File: config.mk
export PLATFORM = sky130hd
export DESIGN_NAME = posit_construction_pipe
export DESIGN_NICKNAME = d
export VERILOG_FILES = /design/src/rtl/posit_construction_pipe.sv
export SDC_FILE = /design/constraint.sdc
export NUM_CORES = 1
export LEC_CHECK = 0
export ABC_AREA = 0
export BUFFER_PORTS_ARGS = -buffer_cell sky130_fd_sc_hd__buf_4
export CORE_MARGIN = 2
export CORE_UTILIZATION = 40
export CTS_CLUSTER_SIZE = 25
export DETAILED_ROUTE_END_ITERATION = 10
export GPL_TIMING_DRIVEN = 1
export PLACE_DENSITY = 0.55
export REMOVE_ABC_BUFFERS = 1
export SLEW_MARGIN = 0
export SYNTH_ARGS = -nofsm -noshare
export SYNTH_HDL_FRONTEND = slang
export SYNTH_SLANG_ARGS = --single-unit
File: constraint.sdc
create_clock -name clk_i -period 5.4 [get_ports clk_i]
set_clock_uncertainty 0.1 [all_clocks]
set_input_delay 0.27 -clock clk_i [delete_from_list [all_inputs] [get_ports clk_i]]
set_output_delay 0.27 -clock clk_i [all_outputs]
set_load 0.03 [all_outputs]
File: src/rtl/posit_construction_pipe.sv
// Packs sign/regime/exponent/fraction fields into a posit word; two register stages, 2-cycle latency.
// Valid/ready: a stage loads when empty or when the stage after it loads; a flush kills both stages.
module posit_construction_pipe #(
    parameter int WIDTH = 32,
    parameter int ES    = 2,
    parameter int RS    = $clog2(WIDTH)
) (
    input  logic                clk_i,
    input  logic                rst_i,
    input  logic                in_valid_i,
    output logic                in_ready_o,
    input  logic                sign_i,
    input  logic signed [RS:0]  k_i,
    input  logic [ES-1:0]       exp_i,
    input  logic [WIDTH-1:0]    mant_i,
    input  logic                nar_i,
    input  logic                zero_i,
    input  logic [2:0]          rnd_mode_i,
    input  logic                tag_i,
    input  logic                flush_i,
    output logic [WIDTH-1:0]    result_o,
    output logic                tag_o,
    output logic                out_valid_o,
    input  logic                out_ready_i,
    output logic                busy_o
);

    localparam int PAD = 2**RS;
    localparam int TW  = 2 + ES + WIDTH + PAD;
    localparam int KW  = WIDTH - 1;
    localparam logic signed [RS:0] K_MAX = (RS+1)'(WIDTH - 2);
    localparam logic signed [RS:0] K_MIN = (RS+1)'(-(WIDTH - 2));

    logic                r_s1_vld;
    logic [KW-1:0]       r_s1_kept;
    logic                r_s1_guard;
    logic                r_s1_sticky;
    logic                r_s1_sign;
    logic                r_s1_nar;
    logic                r_s1_zero;
    logic                r_s1_rtz;
    logic                r_s1_tag;
    logic                r_s2_vld;
    logic [WIDTH-1:0]    r_s2_res;
    logic                r_s2_tag;

    logic                w_s2_load;
    logic                w_s1_load;
    logic                w_s1_take;
    logic [RS-1:0]       w_shamt;
    logic signed [TW-1:0] w_seed;
    logic signed [TW-1:0] w_body;
    logic                w_sat_hi;
    logic                w_sat_lo;
    logic                w_inc;
    logic [KW-1:0]       w_rounded;
    logic [WIDTH-1:0]    w_mag;
    logic [WIDTH-1:0]    w_res;

    assign w_s2_load  = !r_s2_vld || out_ready_i;
    assign w_s1_load  = !r_s1_vld || w_s2_load;
    assign in_ready_o = w_s1_load && !flush_i;
    assign w_s1_take  = in_valid_i && in_ready_o;

    // Seeding "10" (k>=0) or "01" (k<0) and sign-extending by k or -k-1 yields the regime run.
    assign w_shamt  = k_i[RS] ? ~k_i[RS-1:0] : k_i[RS-1:0];
    assign w_seed   = {~k_i[RS], k_i[RS], exp_i, mant_i, {PAD{1'b0}}};
    assign w_body   = w_seed >>> w_shamt;
    assign w_sat_hi = (k_i >= K_MAX);
    assign w_sat_lo = (k_i <= K_MIN);

    // An all-ones body is maxpos; rounding it up would wrap into NaR.
    assign w_inc     = !r_s1_rtz && r_s1_guard && (r_s1_sticky || r_s1_kept[0]) && !(&r_s1_kept);
    assign w_rounded = r_s1_kept + {{(KW-1){1'b0}}, w_inc};
    assign w_mag     = {1'b0, w_rounded};

    always_comb begin
        w_res = w_mag;
        if (r_s1_nar)
            w_res = {1'b1, {KW{1'b0}}};
        else if (r_s1_zero)
            w_res = '0;
        else if (r_s1_sign)
            w_res = -w_mag;
    end

    always_ff @(posedge clk_i or posedge rst_i) begin
        if (rst_i) begin
            r_s1_vld    <= 1'b0;
            r_s1_kept   <= '0;
            r_s1_guard  <= 1'b0;
            r_s1_sticky <= 1'b0;
            r_s1_sign   <= 1'b0;
            r_s1_nar    <= 1'b0;
            r_s1_zero   <= 1'b0;
            r_s1_rtz    <= 1'b0;
            r_s1_tag    <= 1'b0;
            r_s2_vld    <= 1'b0;
            r_s2_res    <= '0;
            r_s2_tag    <= 1'b0;
        end else begin
            if (flush_i) begin
                r_s1_vld <= 1'b0;
                r_s2_vld <= 1'b0;
            end else begin
                if (w_s2_load) r_s2_vld <= r_s1_vld;
                if (w_s1_load) r_s1_vld <= in_valid_i;
            end

            if (w_s1_take) begin
                if (w_sat_hi)
                    r_s1_kept <= '1;
                else if (w_sat_lo)
                    r_s1_kept <= {{(KW-1){1'b0}}, 1'b1};
                else
                    r_s1_kept <= w_body[TW-1 -: KW];
                r_s1_guard  <= !w_sat_hi && !w_sat_lo && w_body[TW-1-KW];
                r_s1_sticky <= !w_sat_hi && !w_sat_lo && (|w_body[TW-2-KW:0]);
                r_s1_sign   <= sign_i;
                r_s1_nar    <= nar_i;
                r_s1_zero   <= zero_i;
                r_s1_rtz    <= (rnd_mode_i == 3'b001);
                r_s1_tag    <= tag_i;
            end

            if (w_s2_load && r_s1_vld && !flush_i) begin
                r_s2_res <= w_res;
                r_s2_tag <= r_s1_tag;
            end
        end
    end

    assign result_o    = r_s2_res;
    assign tag_o       = r_s2_tag;
    assign out_valid_o = r_s2_vld;
    assign busy_o      = r_s1_vld || r_s2_vld;

endmodule

==> PnR_summary.wiki, run 1 <==
{| class="wikitable"
! Metric !! Value
|-
| Rows || 47
|-
| Number of violations of the max-capacitance limit || 0
|-
| Setup_tns || 0 ps
|-
| Die extent in x || ~130 um
|-
| Post-route antenna net violation count || 0
|-
| Final number of setup-violating endpoints || 0
|-
| Number of sinks driven by the clock tree || 73
|-
| Synthesized netlist cell count || approximately 820
|-
| Cell at the root of the clock tree || sky130_fd_sc_hd__clkbuf_16
|-
| Yosys top cell by area || sky130_fd_sc_hd__dfrtp_1
|-
| Ports || between 80 and 90
|-
| Weighted congestion reported at the end of routability-driven placement || about 0.92
|-
| Crit path capture type || flop
|-
| Wirelength per Cell || around 18 um
|-
| Top-area cell type share of the netlist area || 26.7%
|-
| Largest net degree at the start of global routing || 74
|-
| Unrepaired setup endpoints after global routing || false
|-
| Half-perimeter wire length after placement || 15,600 um
|-
| Wire length of the first global-routing pass || 33,300 um
|-
| CP required || about 5500 ps
|-
| Post-CTS Setup Repair Bufs || 0
|-
| Number of max-slew violations in the final report || 0
|-
| TritonCTS clock tree || done
|-
| Type of the worst setup path || reg2reg
|-
| F_max || 199 MHz
|-
| Final period demand of the worst path || between 5000 and 6000 ps
|-
| Outcome || complete, no violations
|-
| Worst-path clk slew || ~60 ps
|-
| Post-layout instance area || roughly 8000 um2
|-
| Number of buffers inserted by port buffering || 87
|-
| Post-synthesis async set-or-reset flop share || 100%
|-
| Total wire length || roughly 20,000 um
|-
| Post-route DRC violation count || 0
|-
| Die height || around 130 um
|-
| Worst vdd ir || between 150 and 200 uV
|-
| Leak || between 3 and 4 nW
|-
| Worst EP arrival || around 5000 ps
|-
| Part of the total power dissipated in combinational logic || between 40 and 50%
|-
| Initial core utilization || 41.1%
|-
| Leading register cell type out of synthesis || sky130_fd_sc_hd__dfrtp_1
|-
| Clk pwr share || a little under a quarter
|-
| Initial antenna violation count || 0
|-
| Initial DRT Pass Iterations || 7
|-
| Number of hold violations in the final report || 0
|-
| Maximum net fanout on the critical path || 9
|-
| Layout cell share with drive strength beyond 1 || ~22%
|-
| Initial drt markers || ~520
|-
| Seq/Total Area, Yosys || about a quarter
|-
| Register share of total power || 31.4%
|-
| Source-to-sink clock delay at the later pin of the worst-skew pair || 340 ps
|-
| Netlist area before placement || roughly 7000 um2
|-
| Net load switching power || 1.01 mW
|-
| Pwr Density || roughly 310 nW/um2
|-
| Vias per inst || between 5 and 6
|-
| Syn-to-layout area delta || 16.6%
|-
| Switching share of power || between 40% and 50%
|-
| CORE AREA || approximately 17,000 um2
|-
| Post-Syn Area per Cell || around 8.3 um2
|-
| Fin nets || 942
|-
| Vias in the first global route || around 6,400
|-
| Internal Pwr Total || 1.48 mW
|-
| Maximum clock insertion buffer count || 2
|-
| Unique masters post-synth || 80
|-
| Antenna cell count || 0
|-
| Biggest area contributors in the synthesized netlist || sky130_fd_sc_hd__dfrtp_1 27%, sky130_fd_sc_hd__mux2i_1 6.4%, sky130_fd_sc_hd__nand2_1 5.6%
|-
| Count of flip-flops with a built-in enable after synthesis || 0
|-
| Number of buffers created by CTS || 9
|-
| Cell with the most instances after synthesis || sky130_fd_sc_hd__nand2_1
|-
| Leading cell types by count after synthesis || 102 x sky130_fd_sc_hd__nand2_1, 73 x sky130_fd_sc_hd__dfrtp_1, 68 x sky130_fd_sc_hd__o21ai_0
|-
| Yosys warning total || 0
|-
| Vias post-DR || between 6,000 and 7,000
|-
| Slew headroom || roughly 34%
|-
| H-tree depth || 3
|-
| Yosys reg bits || 73
|-
| Cell area after placement || approximately 7700 um2
|-
| Slew of the pin with the lowest slew margin || between 900 and 1000 ps
|-
| Total congestion overflow after global routing || 0
|-
| Startpoint type of the worst setup path || flop
|-
| Die area || 18,200 um2
|-
| Final period utilization || between 90 and 100%
|-
| Kind of path behind the tightest hold check || in2reg
|-
| Overall routing resource usage || 22.7%
|}
worst max-delay path, cell delays in order (launching register included):
cell                        delay (ps)
sky130_fd_sc_hd__dfrtp_1           520
sky130_fd_sc_hd__nand4_1           160
sky130_fd_sc_hd__or3_1             410
sky130_fd_sc_hd__nor4_1            380
sky130_fd_sc_hd__nor4b_1           110
sky130_fd_sc_hd__ha_1              210
sky130_fd_sc_hd__ha_1              320
sky130_fd_sc_hd__inv_1              90
sky130_fd_sc_hd__ha_1              200
sky130_fd_sc_hd__or4b_2            610
sky130_fd_sc_hd__o31ai_1           110
sky130_fd_sc_hd__nand2_1           150
sky130_fd_sc_hd__nand4bb_1         270
sky130_fd_sc_hd__or4_4             640
sky130_fd_sc_hd__o41ai_2           390
sky130_fd_sc_hd__xnor2_1           160
sky130_fd_sc_hd__o21ai_1            70
layout make-up:
type	instances	area, um2
repair buffers	106	798
flip-flops and latches	73	1830
multi-input cells	674	4720
inverters	18	67.6
fillers	1630	8660
clock buffers	9	225
clock inverters	7	71.3
well taps	220	275
logic make-up (layout without fill, tap and decap cells):
group / count (synthesis) / in the layout / share of synthesized area, %
xor+xnor: 58 / 58 / 7.42
fa+ha+maj: 15 / 15 / 2.49
flops: 73 / 73 / 26.7
simple gates: 287 / 287 / 21.2
buf+inv: 76 / 140 / 4.68
compound gates: 232 / 232 / 22.3
mux: 82 / 82 / 15.2
through the flow:
step | total power, mW | util (%) | std cells | setup WS, ps | hold slack [ps]
floorplan | 1.53 | - | 765 | 425 | 236
global placement | 1.89 | 46.1 | 1090 | 385 | 346
detailed placement | 1.90 | 46.1 | 1090 | 265 | 353
CTS | 2.50 | 47.9 | 1107 | 245 | 25.2
global route | 2.66 | 48.0 | 1107 | 84.1 | 32.2
finish | 2.49 | 48.0 | 1107 | 368 | 29.7
routing by layer:
metal,part of all wire [%],vias up,GRT usage (%)
li1,-,3182,-
met1,47,3084,30.2
met2,48,162,38.7
met3,3.4,28,2.63
met4,2.1,0,6.84
met5,0,-,0
power by group through the flow:
stage | clock network, mW | logic [mW] | registers, mW
2_1_floorplan | 0 | 0.623 | 0.909
3_3_place_gp | 0 | 1.11 | 0.782
3_5_place_dp | 0 | 1.11 | 0.791
4_1_cts | 0.605 | 1.12 | 0.781
5_1_grt | 0.634 | 1.22 | 0.800
6_report | 0.593 | 1.12 | 0.781
registers in the layout, summed over array words and instances (netlist names):
signal / flops
result_o: 32
r_s1_kept: 31
out_valid_o: 1
r_s1_guard: 1
r_s1_nar: 1
r_s1_rtz: 1
r_s1_sign: 1
r_s1_sticky: 1
r_s1_tag: 1
r_s1_vld: 1
r_s1_zero: 1
tag_o: 1
what timing repair did:
item | 4_1_cts | 5_1_grt
gates resized for setup | 0 | 1
hold buffers | 1 | 0
endpoints found under the setup margin | 0 | 2
hold endpoints to repair | 1 | 0
worst paths after layout:
check,start,endpoint,slack (ps),depth (start not counted)
worst max-delay path,r_s1_kept[7],result_o[30],370,16
worst min-delay path,nar_i,r_s1_nar,30,3
worst max register to register,r_s1_kept[7],result_o[30],370,16
worst min register to register,r_s1_rtz,r_s1_rtz,380,2
max in group asynchronous,rst_i,r_s1_kept[7],4480,3
min in group asynchronous,rst_i,result_o[31],120,3
layout by cell type, fill, tap and decap left out, types with 8 or more instances in the layout:
master	n
sky130_fd_sc_hd__o21ai_0	68
sky130_fd_sc_hd__mux2_2	23
sky130_fd_sc_hd__mux4_2	15
sky130_fd_sc_hd__a31oi_1	13
sky130_fd_sc_hd__mux2i_1	44
sky130_fd_sc_hd__clkbuf_16	9
sky130_fd_sc_hd__nand3_1	17
sky130_fd_sc_hd__nand2_1	102
sky130_fd_sc_hd__nor3_1	23
sky130_fd_sc_hd__or2_2	8
sky130_fd_sc_hd__nor2_1	58
sky130_fd_sc_hd__xnor2_1	40
sky130_fd_sc_hd__buf_4	105
sky130_fd_sc_hd__dfrtp_1	73
sky130_fd_sc_hd__o31ai_1	9
sky130_fd_sc_hd__nor4_1	15
sky130_fd_sc_hd__o22a_1	13
sky130_fd_sc_hd__inv_1	16
sky130_fd_sc_hd__xor2_1	16
sky130_fd_sc_hd__a21oi_1	50
sky130_fd_sc_hd__nand4_1	12
Note: power is estimated with default switching activity, not from simulation.
==> run 2, diff against run 1 <==
==> constraint.sdc (replaced) <==
create_clock -name clk_i -period 5.1 [get_ports clk_i]
set_clock_uncertainty 0.1 [all_clocks]
set_input_delay 0.255 -clock clk_i [delete_from_list [all_inputs] [get_ports clk_i]]
set_output_delay 0.255 -clock clk_i [all_outputs]
set_load 0.03 [all_outputs]
==> PnR_summary.wiki, run 2 (synthesis results as in run 1) <==
{| class="wikitable"
! Metric !! Value
|-
| Outcome || complete, no violations
|-
| Vias per inst || 5.86 (+0.56%)
|-
| Cell-by-cell listing of the critical path || nand4_1, or3_1, nor4_4, buf_4, nor4b_2, ha_2, ha_1, inv_1, ha_1, or4b_2, o31ai_1, nand2_1, nand4bb_4, or4_4, o41ai_4, xnor2_1, o21ai_1
|-
| Total wire length || 20,600 um (+1.5%)
|-
| Final standard cell count with taps included and fillers excluded || 1,122 (+1.4%)
|-
| Initial antenna violation count || 0 (unchanged)
|-
| Fillers || 1,596 (-2.1%)
|-
| Number of hold violations in the final report || 0 (unchanged)
|-
| Commonest cells after routing, fill and taps aside || 120 x sky130_fd_sc_hd__buf_4, 102 x sky130_fd_sc_hd__nand2_1, 70 x sky130_fd_sc_hd__dfrtp_1
|-
| Weighted congestion reported at the end of routability-driven placement || 0.941 (+2.0%)
|-
| Cell count of the worst reg-to-reg path || 17 (+1)
|-
| Kind of path behind the tightest hold check || in2reg
|-
| Worst-path clk slew || 60 ps (about the same)
|-
| Die height || 135 um (unchanged)
|-
| Post-route antenna net violation count || 0 (unchanged)
|-
| Dominant delay contributor by cell family on the critical path || simple AND/OR/NAND/NOR gates
|-
| Number of buffers and inverters on the critical path || 2 (+1)
|-
| Setup_tns || 0 ps (unchanged)
|-
| Largest net degree at the start of global routing || 74 (unchanged)
|-
| Type of the worst setup path || reg2reg
|-
| Startpoint type of the worst setup path || flop
|-
| Worst vdd ir || 173 uV (+6.3%)
|-
| Die extent in x || 135 um (unchanged)
|-
| CP required || 5190 ps (-300 ps)
|-
| Number of buffers inserted by port buffering || 87 (unchanged)
|-
| Post-CTS Setup Repair Bufs || 0 (unchanged)
|-
| Initial DRT Pass Iterations || 5 (-2)
|-
| Initial drt markers || 412 (-20%)
|-
| Antenna cell count || 0 (unchanged)
|-
| Cells on Worst Hold Path || 3 (unchanged)
|-
| Final period utilization || 94.1% (+0.87 points)
|-
| Wire length of the first global-routing pass || 33,600 um (+0.91%)
|-
| Rows || 47 (unchanged)
|-
| Stages on the worst setup path || 17 (+1)
|-
| Fin nets || 957 (+1.6%)
|-
| Tot Pwr || 2.79 mW (+12%)
|-
| Vias post-DR || 6,580 (+1.9%)
|-
| Wirelength per Cell || 18.4 um (+0.19%)
|-
| Die area || 18,200 um2 (unchanged)
|-
| Cell area after placement || 7780 um2 (+1.5%)
|-
| Leading cell type in the layout, fill and taps excluded || sky130_fd_sc_hd__buf_4
|-
| Placed Instances || 1,105 (+1.4%)
|-
| Final period demand of the worst path || 4800 ps (-235 ps)
|-
| CORE AREA || 16,600 um2 (unchanged)
|-
| Post-route DRC violation count || 0 (unchanged)
|-
| Pwr Density || 339 nW/um2 (+8.5%)
|-
| CP max stage delay || 620 ps (-20 ps)
|-
| Final number of setup-violating endpoints || 0 (unchanged)
|-
| Number of violations of the max-capacitance limit || 0 (unchanged)
|-
| Number of buffers created by CTS || 9 (unchanged)
|-
| F_max || 208 MHz (+4.9%)
|-
| Half-perimeter wire length after placement || 15,800 um (+1.3%)
|-
| Initial core utilization || 41.1% (unchanged)
|-
| Source-to-sink clock delay at the later pin of the worst-skew pair || 330 ps (about the same)
|-
| Overall routing resource usage || 22.8% (+0.15 points)
|-
| Post-layout instance area || 8230 um2 (+3.0%)
|-
| Cell at the root of the clock tree || sky130_fd_sc_hd__clkbuf_16
|-
| Vias in the first global route || 6,439 (+1.3%)
|-
| Number of sinks driven by the clock tree || 73 (unchanged)
|-
| Most frequent cell on the critical path || sky130_fd_sc_hd__ha_1
|-
| Slew of the pin with the lowest slew margin || 1060 ps (+81.1 ps)
|-
| Layout cell share with drive strength beyond 1 || 23.8% (+2.2 points)
|-
| Maximum clock insertion buffer count || 2 (unchanged)
|-
| Ports || 88 (unchanged)
|-
| Worst setup slack after placement || -34.0 ps (-299 ps)
|-
| Slew headroom || 28.5% (-5.4 points)
|-
| TritonCTS clock tree || done
|-
| Crit path capture type || flop
|-
| Worst EP arrival || 4890 ps (-230 ps)
|-
| Syn-to-layout area delta || 20.2%
|-
| Leak || 3.38 nW (+4.6%)
|-
| Number of flip-flops in the largest register || 32 (unchanged)
|-
| H-tree depth || 3 (unchanged)
|-
| Maximum net fanout on the critical path || 7 (-2)
|-
| Crit path max-delay cell type || sky130_fd_sc_hd__or4_4
|-
| Total congestion overflow after global routing || 0 (unchanged)
|-
| Number of max-slew violations in the final report || 0 (unchanged)
|-
| Worst Setup Slack, final || 303 ps (-65.0 ps)
|}
==> run 2: power breakdown <==
part           internal [mW]  leakage, nW  switching (mW)
sequential             0.705        0.908          0.0967
combinational          0.519         2.31           0.740
clock                  0.477        0.162           0.247
total                   1.70         3.38            1.08
==> run 2: path summary, 6_finish.rpt <==
kind	startpoint	end	slack [ps]
setup / recovery	r_s1_kept[8]	result_o[30]	300
hold / removal	tag_i	r_s1_tag	8
setup reg to reg	r_s1_kept[8]	result_o[30]	300
hold reg to reg	result_o[6]	result_o[6]	380
max in group asynchronous	rst_i	r_s1_kept[9]	4130
min in group asynchronous	rst_i	result_o[31]	100
==> run 2: tightest hold or removal path, cell delays in order <==
cell                      delay [ps]
sky130_fd_sc_hd__buf_4            70
sky130_fd_sc_hd__nand2_1          40
sky130_fd_sc_hd__nand2_1          40
==> run 2: layout make-up <==
cell class | count | area, um2 | share of cell area [%]
Tap cell | 220 | 275 | 3.35
Inverter | 18 | 67.6 | 0.821
Sequential cell | 73 | 1830 | 22.3
Multi-Input combinational cell | 674 | 4800 | 58.3
Clock buffer | 9 | 225 | 2.74
Timing Repair Buffer | 121 | 911 | 11.1
Clock inverter | 7 | 119 | 1.45
==> run 2: per-stage QoR <==
step / hold slack [ps] / utilization (%)
2_1_floorplan: 221 / -
3_3_place_gp: 331 / 46.8
3_5_place_dp: 338 / 46.8
4_1_cts: 3.79 / 48.9
5_1_grt: 4.12 / 49.4
6_report: 8.35 / 49.4
==> run 2: metal layers <==
metal,global-route usage (%),up-vias,wire [um]
met4,6.84,0,471
met5,0,-,0
li1,-,3217,-
met3,3.12,36,826
met1,29.9,3156,9360
met2,39.2,171,9980
==> run 2: timing repair <==
action	CTS	global route
hold buffers	1	0
gates cloned	0	0
endpoints found under the hold margin	2	0
pin swaps	0	2
resized for setup	1	13
endpoints found under the setup margin	3	13
==> run 3, diff against run 2 <==
--- a/config.mk
+++ b/config.mk
@@ -13,7 +13,6 @@
 export DETAILED_ROUTE_END_ITERATION = 10
 export GPL_TIMING_DRIVEN = 1
 export PLACE_DENSITY = 0.55
-export REMOVE_ABC_BUFFERS = 1
 export SLEW_MARGIN = 0
 export SYNTH_ARGS = -nofsm -noshare
 export SYNTH_HDL_FRONTEND = slang
==> PnR_summary.wiki, run 3 (synthesis results as in run 1) <==
{| class="wikitable"
! Metric !! Value
|-
| Outcome || complete, no violations
|-
| H-tree depth || 3 (unchanged)
|-
| Worst setup slack after placement || 110 ps (+144 ps)
|-
| Register share of total power || 30.0% (+1.2 points)
|-
| Initial DRT Pass Iterations || 5 (unchanged)
|-
| Leak || 3.35 nW (-0.72%)
|-
| Syn-to-layout area delta || 19.4%
|-
| Kind of path behind the tightest hold check || in2reg
|-
| Initial drt markers || 430 (+4.4%)
|-
| Maximum clock insertion buffer count || 2 (unchanged)
|-
| Half-perimeter wire length after placement || 15,900 um (+0.89%)
|-
| Total congestion overflow after global routing || 0 (unchanged)
|-
| Worst-path clk slew || 50 ps (about the same)
|-
| Source-to-sink clock delay at the later pin of the worst-skew pair || 340 ps (about the same)
|-
| Vias in the first global route || 6,303 (-2.1%)
|-
| Maximum net fanout on the critical path || 7 (unchanged)
|-
| Initial antenna violation count || 0 (unchanged)
|-
| Commonest cells after routing, fill and taps aside || 121 x sky130_fd_sc_hd__buf_4, 102 x sky130_fd_sc_hd__nand2_1, 71 x sky130_fd_sc_hd__dfrtp_1
|-
| Most frequent cell on the critical path || sky130_fd_sc_hd__ha_1
|-
| Ports || 88 (unchanged)
|-
| Cell at the root of the clock tree || sky130_fd_sc_hd__clkbuf_16
|-
| Number of buffers inserted by port buffering || 87 (unchanged)
|-
| Dominant delay contributor by cell family on the critical path || simple AND/OR/NAND/NOR gates
|-
| Unrepaired setup endpoints after global routing || true
|-
| Switching share of power || 39.2% (+0.34 points)
|-
| Wirelength per Cell || 18.3 um (-0.27%)
|-
| Number of buffers and inverters on the critical path || 2 (unchanged)
|-
| Number of max-slew violations in the final report || 0 (unchanged)
|-
| Total wire length || 20,600 um (-0.18%)
|-
| Post-layout instance area || 8170 um2 (-0.67%)
|-
| Die extent in x || 135 um (unchanged)
|-
| Die height || 135 um (unchanged)
|-
| Final standard cell count with taps included and fillers excluded || 1,123 (+0.089%)
|-
| Die area || 18,200 um2 (unchanged)
|-
| Crit path capture type || flop
|-
| Final period utilization || 94.7% (+0.59 points)
|-
| Number of hold violations in the final report || 0 (unchanged)
|-
| Slew of the pin with the lowest slew margin || 1050 ps (-10.0 ps)
|-
| Internal Pwr Total || 1.65 mW (-3.2%)
|-
| Weighted congestion reported at the end of routability-driven placement || 0.981 (+4.2%)
|-
| Largest net degree at the start of global routing || 74 (unchanged)
|-
| Crit path max-delay cell type || sky130_fd_sc_hd__or4_4
|-
| Part of the total power dissipated in combinational logic || 45.9% (+0.7 points)
|-
| Worst Setup Slack, final || 273 ps (-30.1 ps)
|-
| F_max || 207 MHz (-0.62%)
|-
| Startpoint type of the worst setup path || flop
|-
| Worst EP arrival || 4910 ps (+20 ps)
|-
| Net load switching power || 1.06 mW (-1.8%)
|-
| Sequential standard cell area || 1830 um2 (about the same)
|-
| Fin nets || 959 (+0.21%)
|-
| Vias per inst || 5.90 (+0.55%)
|-
| Number of violations of the max-capacitance limit || 0 (unchanged)
|-
| Post-route antenna net violation count || 0 (unchanged)
|-
| Antenna cell count || 0 (unchanged)
|-
| TritonCTS clock tree || done
|-
| Final number of setup-violating endpoints || 0 (unchanged)
|-
| CORE AREA || 16,600 um2 (unchanged)
|-
| Final period demand of the worst path || 4830 ps (+30.1 ps)
|-
| Area taken by multi-input logic gates || 4750 um2 (-0.89%)
|-
| Cell area after placement || 7780 um2 (about the same)
|-
| Slew headroom || 29.7% (+1.1 points)
|-
| Cell-by-cell listing of the critical path || nand4_1, or3_1, nor4_1, buf_4, nor4b_1, ha_1, ha_1, inv_1, ha_1, or4b_2, o31ai_1, nand2_1, nand4bb_1, or4_4, o41ai_2, xnor2_1, o21ai_1
|-
| Post-route DRC violation count || 0 (unchanged)
|-
| Placed Instances || 1,104 (-0.090%)
|-
| CP max stage delay || 630 ps (about the same)
|-
| Post-Syn Nets || around 880
|-
| Overall routing resource usage || 22.7% (-0.17 points)
|-
| Leading cell type in the layout, fill and taps excluded || sky130_fd_sc_hd__buf_4
|-
| Fillers || 1,607 (+0.69%)
|-
| Number of sinks driven by the clock tree || 73 (unchanged)
|-
| Rows || 47 (unchanged)
|-
| Layout cell share with drive strength beyond 1 || 23.3% (-0.58 points)
|-
| Number of flip-flops in the largest register || 32 (unchanged)
|-
| Vias post-DR || 6,622 (+0.64%)
|-
| Number of buffers created by CTS || 9 (unchanged)
|-
| Pwr Density || 332 nW/um2 (-2.0%)
|-
| Clk pwr share || 24.1% (-1.9 points)
|-
| Initial core utilization || 41.1% (unchanged)
|-
| Wire length of the first global-routing pass || 33,100 um (-1.4%)
|-
| Worst vdd ir || 175 uV (+1.3%)
|-
| Type of the worst setup path || reg2reg
|-
| CP required || 5190 ps (about the same)
|}
run 3: through the flow:
stage	setup TNS (ps)	total power, mW	util, %	hold WS [ps]
4_1_cts	0	2.71	48.7	17.5
3_5_place_dp	0	2.05	46.7	336
6_report	0	2.71	49.1	24.3
5_1_grt	-24.1	2.88	49.1	31.7
3_3_place_gp	0	2.03	46.7	333
2_1_floorplan	0	1.65	-	221
run 3: routing by layer:
metal	global-route usage, %	share of wire [%]	vias to the layer above
met5	0	0	-
met4	8.30	2.9	0
met3	2.33	3.7	45
met2	38.6	48	186
met1	29.8	45	3181
li1	-	-	3210
run 3: power by group through the flow:
stage / Sequential, mW / Combinational, mW / Clock, mW
global route: 0.830 / 1.35 / 0.695
CTS: 0.813 / 1.23 / 0.669
global placement: 0.814 / 1.21 / 0
detailed placement: 0.823 / 1.23 / 0
floorplan: 0.939 / 0.713 / 0
finish: 0.813 / 1.24 / 0.654
run 3: path summary, 6_finish.rpt:
path	start	endpoint	slack [ps]	cells after the start
worst min-delay path	zero_i	r_s1_zero	20	3
worst min register to register	result_o[6]	result_o[6]	380	2
worst max register to register	r_s1_kept[8]	result_o[18]	270	17
min in group asynchronous	rst_i	r_s1_tag	100	3
worst max-delay path	r_s1_kept[8]	result_o[18]	270	17
max in group asynchronous	rst_i	r_s1_kept[9]	4160	3
run 3: layout make-up:
class	count	area share, %
multi-input cells	674	58.2
clock inverters	2	0.429
flip-flops and latches	73	22.4
well taps	220	3.37
repair buffers	123	11.4
clock buffers	13	3.43
inverters	18	0.827
run 3: worst reg2reg max path: cells and delay by family (launching register included):
kind | cells | cell delay, ps
buffers and inverters | 2 | 250
and+or+nand+nor | 8 | 2470
AOI/OAI and AO/OA | 3 | 590
adders and majority gates | 3 | 710
DFF | 1 | 410
xor gates and xnor gates | 1 | 160
run 3: what timing repair did:
action,in CTS,in global routing
endpoints found under the setup margin,0,9
setup buffers,0,2
hold endpoints to repair,3,0
hold buffers,2,0
resized for setup,0,7
